[config.mk]
export PLATFORM = sky130hd
export DESIGN_NAME = vram_scanout
export DESIGN_NICKNAME = d
export VERILOG_FILES = /design/src/rtl/vram_scanout.sv
export SDC_FILE = /design/constraint.sdc
export NUM_CORES = 1
export LEC_CHECK = 0
export ABC_AREA = 1
export BUFFER_PORTS_ARGS = -buffer_cell sky130_fd_sc_hd__buf_2
export CORE_UTILIZATION = 30
export DETAILED_ROUTE_END_ITERATION = 8
export PLACE_DENSITY = 0.57
export REMOVE_ABC_BUFFERS = 1
export SLEW_MARGIN = 20
export SYNTH_ARGS = -nofsm -noshare
export SYNTH_HDL_FRONTEND = slang
export SYNTH_SLANG_ARGS = --single-unit
[constraint.sdc]
create_clock -name i_clk -period 1.5 [get_ports i_clk]
set_input_delay 0 -clock i_clk [delete_from_list [all_inputs] [get_ports i_clk]]
set_output_delay 0 -clock i_clk [all_outputs]
set_load 0.005 [all_outputs]
[src/rtl/vram_scanout.sv]
// vram_scanout: VGA scan-out of a 320x200x4bpp frame buffer, pixel/line doubled into a bordered 640x480 raster
module vram_scanout #(
  parameter int H_VIS   = 640,
  parameter int H_FP    = 16,
  parameter int H_SYNC  = 96,
  parameter int H_BP    = 48,
  parameter int V_VIS   = 480,
  parameter int V_FP    = 10,
  parameter int V_SYNC  = 2,
  parameter int V_BP    = 33,
  parameter int WIN_TOP = 40
) (
  input  logic        i_clk,
  input  logic        i_reset,
  output logic [14:0] o_vram_addr,
  input  logic [7:0]  i_vram_data,
  input  logic [3:0]  i_border,
  output logic [3:0]  o_pixel,
  output logic        o_hsync_n,
  output logic        o_vsync_n,
  output logic        o_blank,
  output logic        o_frame_irq
);
  localparam logic [9:0]  H_LAST  = 10'(H_VIS + H_FP + H_SYNC + H_BP - 1);
  localparam logic [9:0]  V_LAST  = 10'(V_VIS + V_FP + V_SYNC + V_BP - 1);
  localparam logic [9:0]  H_END   = 10'(H_VIS);
  localparam logic [9:0]  V_END   = 10'(V_VIS);
  localparam logic [9:0]  HS_BEG  = 10'(H_VIS + H_FP);
  localparam logic [9:0]  HS_END  = 10'(H_VIS + H_FP + H_SYNC - 1);
  localparam logic [9:0]  VS_BEG  = 10'(V_VIS + V_FP);
  localparam logic [9:0]  VS_END  = 10'(V_VIS + V_FP + V_SYNC - 1);
  localparam logic [9:0]  W_BEG   = 10'(WIN_TOP);
  localparam logic [9:0]  W_END   = 10'(V_VIS - WIN_TOP - 1);
  localparam logic [9:0]  W_PRE   = 10'(WIN_TOP - 1);
  localparam logic [14:0] BPR     = 15'(H_VIS / 4);
  // pipeline word: {blank, hsync_n, vsync_n, in_window, border}
  localparam logic [7:0]  PIPE_RST = 8'hE0;
  logic [9:0]  r_hc;
  logic [9:0]  r_vc;
  logic [14:0] r_base;
  logic [14:0] r_addr;
  logic [7:0]  r_shift;
  logic [7:0]  r_pipe [3];
  logic [3:0]  r_pixel;
  logic        r_hs_n;
  logic        r_vs_n;
  logic        r_blank;
  logic        w_eol;
  logic        w_win;
  logic        w_vis;
  logic        w_fetch;
  logic        w_odd;
  logic        w_hs_n;
  logic        w_vs_n;
  logic [7:0]  w_tap;
  always_comb begin
    w_eol   = r_hc == H_LAST;
    w_win   = r_vc >= W_BEG && r_vc <= W_END;
    w_vis   = r_hc < H_END && r_vc < V_END;
    w_fetch = w_win && r_hc < H_END && r_hc[1:0] == 2'b00;
    w_odd   = r_vc[0] != W_BEG[0];
    w_hs_n  = !(r_hc >= HS_BEG && r_hc <= HS_END);
    w_vs_n  = !(r_vc >= VS_BEG && r_vc <= VS_END);
    w_tap   = r_pipe[2];
  end
  always_ff @(posedge i_clk) begin
    if (i_reset) begin
      r_hc <= '0;
      r_vc <= '0;
    end else begin
      r_hc <= w_eol ? '0 : r_hc + 10'd1;
      if (w_eol) r_vc <= (r_vc == V_LAST) ? '0 : r_vc + 10'd1;
    end
  end
  // each source row serves two screen lines; the base steps after the second
  always_ff @(posedge i_clk) begin
    if (i_reset) begin
      r_base <= '0;
      r_addr <= '0;
    end else begin
      if (w_eol && r_vc == W_PRE) r_base <= '0;
      else if (w_eol && w_win && w_odd) r_base <= r_base + BPR;
      if (w_fetch) r_addr <= (r_hc == '0) ? r_base : r_addr + 15'd1;
    end
  end
  // byte arrives two clocks after its address; high nibble first, then shifted up
  always_ff @(posedge i_clk) begin
    if (i_reset) r_shift <= '0;
    else if (r_hc[1:0] == 2'b10) r_shift <= i_vram_data;
    else if (r_hc[1:0] == 2'b00) r_shift <= {r_shift[3:0], 4'h0};
  end
  always_ff @(posedge i_clk) begin
    if (i_reset) begin
      for (int i = 0; i < 3; i++) r_pipe[i] <= PIPE_RST;
      r_pixel <= '0;
      r_blank <= 1'b1;
      r_hs_n  <= 1'b1;
      r_vs_n  <= 1'b1;
    end else begin
      r_pipe[0] <= {!w_vis, w_hs_n, w_vs_n, w_win, i_border};
      r_pipe[1] <= r_pipe[0];
      r_pipe[2] <= r_pipe[1];
      r_blank   <= w_tap[7];
      r_hs_n    <= w_tap[6];
      r_vs_n    <= w_tap[5];
      r_pixel   <= w_tap[7] ? 4'h0 : w_tap[4] ? r_shift[7:4] : w_tap[3:0];
    end
  end
  assign o_vram_addr = r_addr;
  assign o_pixel     = r_pixel;
  assign o_hsync_n   = r_hs_n;
  assign o_vsync_n   = r_vs_n;
  assign o_blank     = r_blank;
  assign o_frame_irq = r_hc == '0 && r_vc == V_END;
endmodule

## Word level (Yosys, flattened, before mapping)

Memory sizes are Yosys's and may differ from the RTL's.
Cells that the tools add are included.
W data, S select, Z words.

| word-level totals | value |
|---|---|
| flip-flop bits (word level) | 65 |
| latch bits | 0 |
| bits in writable memories | 24 |
| memory bits (read-only) | 0 |
| input bits | 14 |
| output and inout bits | 23 |
| memories kept | 1 |

Memory list:

| memory | words | width | read ports | clocked after Yosys merged registers in | wr ports | RTL line | text |
|---|---|---|---|---|---|---|---|
| r_pipe | 3 | 8 | 3 | 0 | 3 | 43 | `logic [7:0] r_pipe [3];` |

| operators by class | value |
|---|---|
| add/subtract/negate cells | 4 |
| $mul | 0 |
| div/mod/pow operators | 0 |
| magnitude comparators | 8 |
| equality and inequality tests | 5 |
| shift operators | 0 |
| multiplexer cells | 11 |
| bitwise operators | 3 |
| reductions and logical operators | 19 |

Operators with widths:

| cell | number |
|---|---|
| $mux W8 | 5 |
| $add A10 B1 Y10 const B | 2 |
| $eq A10 B10 Y1 const B | 2 |
| $le A10 B9 Y1 const B | 2 |
| $add A15 B1 Y15 const B | 1 |
| $add A15 B8 Y15 const B | 1 |
| $mux W15 | 1 |
| $eq A10 B6 Y1 const B | 1 |
| $eq A10 B9 Y1 const B | 1 |
| $ge A10 B10 Y1 const B | 1 |
| $ge A10 B6 Y1 const B | 1 |
| $ge A10 B9 Y1 const B | 1 |
| $le A10 B10 Y1 const B | 1 |
| $logic_and A1 B1 Y1 | 10 |
| $logic_not A10 Y1 | 1 |
| $lt A10 B10 Y1 const B | 1 |
| $lt A10 B9 Y1 const B | 1 |
| $mux W10 | 1 |
| $reduce_or A2 Y1 | 3 |
| $mux W4 | 1 |
| $logic_not A1 Y1 | 3 |
| $mux W1 | 3 |
| $or A1 B1 Y1 | 3 |
| $eq A2 B2 Y1 const B | 1 |
| 2 further kinds | 2 |

## Depth between registers and ports, before layout

| logic depth | value |
|---|---|
| depth after elaboration | 4 |
| gate-level depth with buffers | 11 |
| mapped depth without buffers | 11 |

## Worst setup path after synthesis

No wires, ideal clock.

| path | value |
|---|---|
| path kind | flip-flop to flip-flop |
| from | reg r_hc[0] |
| to | reg r_addr[0], in the netlist o_vram_addr[0] |
| arrival | 1.407 ns |
| data required time | 1.384 ns |
| setup slack | -0.023 ns |
| stages on the path, launching flop included | 10 |
| period minus slack after synthesis | 1.523 ns |
| cell sequence | dfxtp_1 > inv_1 > ha_1 > buf_2 > nand3_1 > nor3_2 > buf_2 > nor2_1 > o21ai_0 > nor2_1 |

| on the way | value |
|---|---|
| longest elaborated chain between the ends | 3 |

Ends and longest elaborated chain:

| what | RTL line | text |
|---|---|---|
| from (decl) | 38 | `logic [9:0] r_hc;` |
| from (signal assigned) | 71 | `r_hc <= w_eol ? '0 : r_hc + 10'd1;` |
| $lt A10 B10 Y1 | 60 | `w_fetch = w_win && r_hc < H_END && r_hc[1:0] == 2'b00;` |
| $logic_and A1 B1 Y1 (2 in series) | 60 |  |
| to (signal assigned) | 83 | `if (w_fetch) r_addr <= (r_hc == '0) ? r_base : r_addr + 15'd1;` |
| to (decl) | 41 | `logic [14:0] r_addr;` |

Parallel ways exist; a longest one is shown, timed or not.
A chain may end at the register's enable or synchronous reset.

## Worst setup path in the final report

| path | value |
|---|---|
| from | reg r_hc[0] |
| to | out o_frame_irq |

| on the way | value |
|---|---|
| longest elaborated chain between the ends | 2 |

Ends and longest elaborated chain:

| what | RTL line | text |
|---|---|---|
| $logic_not A10 Y1 | 114 | `assign o_frame_irq = r_hc == '0 && r_vc == V_END;` |
| $logic_and A1 B1 Y1 | 114 |  |
| to (decl) | 22 | `output logic o_frame_irq` |

No other way between the ends.

==> results.txt <==
status: complete, no violations
largest net degree at the start of global routing: 35
Initial Utilization: 31.1%
asr flop ratio synth: 0%
Final Util: 42.4%
H-tree depth reported by CTS: 3
cell count of the worst reg-to-reg path: 8
core area: 12800 sq um
clk slew on worst S/H paths: 0.06 ns
max frequency: 676 MHz
DIE WIDTH: 117 um
post-synthesis cell count: 575
Leak Pwr: 0.00237 uW
Post-DRT Antenna Nets: 0
Final Hold Vio Count: 0
vias in the first global route: 3620
Setup crit end kind: primary output
maxcap violations: 0
crit path max fanout: 4
slowest cell delay on critical path: 0.36 ns
DRC errors left: 0
Vias/cell: 4.54
YS warnings: 0
post-synthesis sequential area ratio: 42.3%
WP data required: 1.50 ns
global-route wire length before repair: 15700 um
Routed WL: 9680 um
First-pass DRT Iterations: 4
clk sinks: 84
dpl cells: 806
Die Y: 117 um
Yosys top cell area share: 42.3%
Post-Syn Area: 3970 sq um
Main synth FF type: dfxtp_1
fill count: 1285
Initial DRC Count: 193
final setup fails: 0
CTS tree: done
RSZ-0062 raised after global routing: true
Syn-to-layout area delta: 36.2%
sequential cell area: 1710 sq um
power consumption: 4720 uW
Port-buffer cells: 36
Worst path slowest cell: dfxtp_4
Mapped Avg Cell Area: 6.91 sq um
Synth area leaders: dfxtp_1 (42%), nand2_1 (13%), nor2_1 (9.1%)
Final nets: 699
cell taking the most area after synthesis: dfxtp_1
number of synthesized flops with an enable pin: 0
crit path launch type: flip-flop
CP Class: reg2out
Final min period: 1.48 ns
Yosys reg bits: 84
reg-to-reg endpoint: r_base[14]
R2R Path Start: r_hc[1]
wire length per cell: 11.3 um
Worst slew margin: 73.0%
RD Place Congestion: 0.878
total gr overflow: 0
DP Wirelength: 6600 um
cells along the critical path: inv_4 > ha_4 > inv_2 > nor2_4 > nand2_2 > nor3_4 > buf_2
# IOs: 37
hold path start: i_reset
Worst Hold Depth: 4
setup slack, reg-to-reg: 0.03 ns
count of cell types in the netlist: 32
fraction of layout cells with a size suffix above 1: 28.3%
Hold Path Class: in2reg
GRT Overall Usage: 14.7%
Worst Hold End: r_shift[5]
Max Transition Viols Final: 0
Fin Clk Skew: 0.00530 ns
Setup TNS Final: 0 ns
clk buf depth: 2
area of the multi-input gates: 2130 sq um
via count: 3879
die area: 13700 sq um
antenna violations before repair: 0
measured slew at the worst slew-check pin: 0.404 ns
TritonCTS Buffers: 9
antenna diode count: 0
critical path arrival: 1.48 ns
Non-Filler Instances: 855
Clock Tree Root: clkbuf_16
worst skew pair latency: 0.35 ns
site row count: 41
VDD IR max: 0.000533 V
power per cell area: 872 nW/um^2
fin crit share: 98.6%
## metrics by stage
stage / area, sq um / hold WS, ns / setup slack (ns)
6_report: 5410 / 0.118 / 0.0205
5_1_grt: 5410 / 0.152 / -0.0589
4_1_cts: 5140 / 0.104 / -0.0554
3_5_place_dp: 4570 / 0.210 / -0.257
3_3_place_gp: 4570 / 0.209 / -0.207
2_1_floorplan: 3860 / 0.0691 / -0.293
## cell usage after synthesis (all sizes together) (6+ instances only)
| cell type | n |
|---|---|
| nand2 | 136 |
| nor2 | 102 |
| dfxtp | 84 |
| inv | 74 |
| nand3 | 47 |
| a21oi | 28 |
| o21ai | 19 |
| nand4 | 15 |
| buf | 12 |
| nor3 | 12 |
| xor2 | 9 |
| or2 | 8 |
| ha | 7 |
| clkbuf | 6 |
## critical path: cells and delay by family (launching register included)
kind	cells	cell delay, ns
and+or+nand+nor	3	0.38
DFF	1	0.36
buffers and inverters	3	0.25
adders and majority gates	1	0.15
## power by group
group          switching [uW]  total [uW]  leakage (uW)  internal [uW]
clock                     968        2100      0.000126           1140
combinational             181         333       0.00156            152
sequential               21.3        2280      0.000690           2260
total                    1170        4720       0.00237           3550
## kinds of logic after synthesis
logic type / share of synthesized area (%)
DFF: 42.3
xor gates and xnor gates: 2.42
buffers and inverters: 9.73
adders and majority gates: 2.20
and+or+nand+nor: 36.3
AOI/OAI and AO/OA: 7.05
## placed cells by master (no fill, tap or decap), types with 4 or more instances in the layout
master,netlist,layout
nand2_1,133,124
nor2_1,96,87
dfxtp_1,84,69
inv_1,74,67
buf_4,3,55
nand3_1,46,37
buf_2,6,36
a21oi_1,28,26
nand4_1,15,15
o21ai_0,18,12
dlygate4sd3_1,0,12
nand2_2,2,10
dfxtp_2,0,10
nand3_2,1,9
xor2_1,9,9
clkbuf_16,0,9
or2_2,8,8
nor2_2,5,7
nor2_4,0,7
nor3_1,11,7
buf_6,3,7
inv_2,0,6
dfxtp_4,0,5
o21ai_1,0,4
ha_1,7,4
## how the worst max path moves through the flow
| stage | depth (start not counted) | end | start |
|---|---|---|---|
| after detailed placement | 9 | o_vram_addr[0] | r_vc[9] |
| final | 7 | o_frame_irq | r_hc[0] |
| after global routing | 6 | o_frame_irq | r_hc[4] |
| after floorplan | 9 | o_vram_addr[5] | r_hc[0] |
| after global placement | 8 | r_vc[9] | r_hc[1] |
| after CTS | 6 | o_frame_irq | r_hc[6] |
## sequential cells by signal, summed over array words and instances (netlist names)
register and count:
r_shift 8, o_vsync_n 1, o_pixel 4, r_vc 10, r_pipe 24, o_vram_addr 15
r_hc 10, r_base 10, o_blank 1, o_hsync_n 1
## metal layers
metal / global-route usage (%) / vias to the layer above / routed length, um
li1: - / 2020 / -
met1: 17.2 / 1786 / 4480
met2: 25.4 / 60 / 4680
met3: 2.83 / 13 / 316
met4: 7.85 / 0 / 200
met5: 0 / - / 0
## layout make-up
class	count	share of cell area (%)
Timing Repair Buffer	110	14.6
Sequential cell	84	31.6
Multi-Input combinational cell	399	39.4
Tap cell	172	3.98
Clock inverter	6	0.902
Inverter	74	5.18
Clock buffer	10	4.23
## what timing repair did
action / 4_1_cts / 5_1_grt
hold buffers: 12 / 0
buffers inserted: 9 / 12
resized for setup: 38 / 56
hold endpoints to repair: 12 / 0
pin swaps: 11 / 26
endpoints found under the setup margin: 38 / 35
Note: power is estimated with default switching activity, not from simulation.
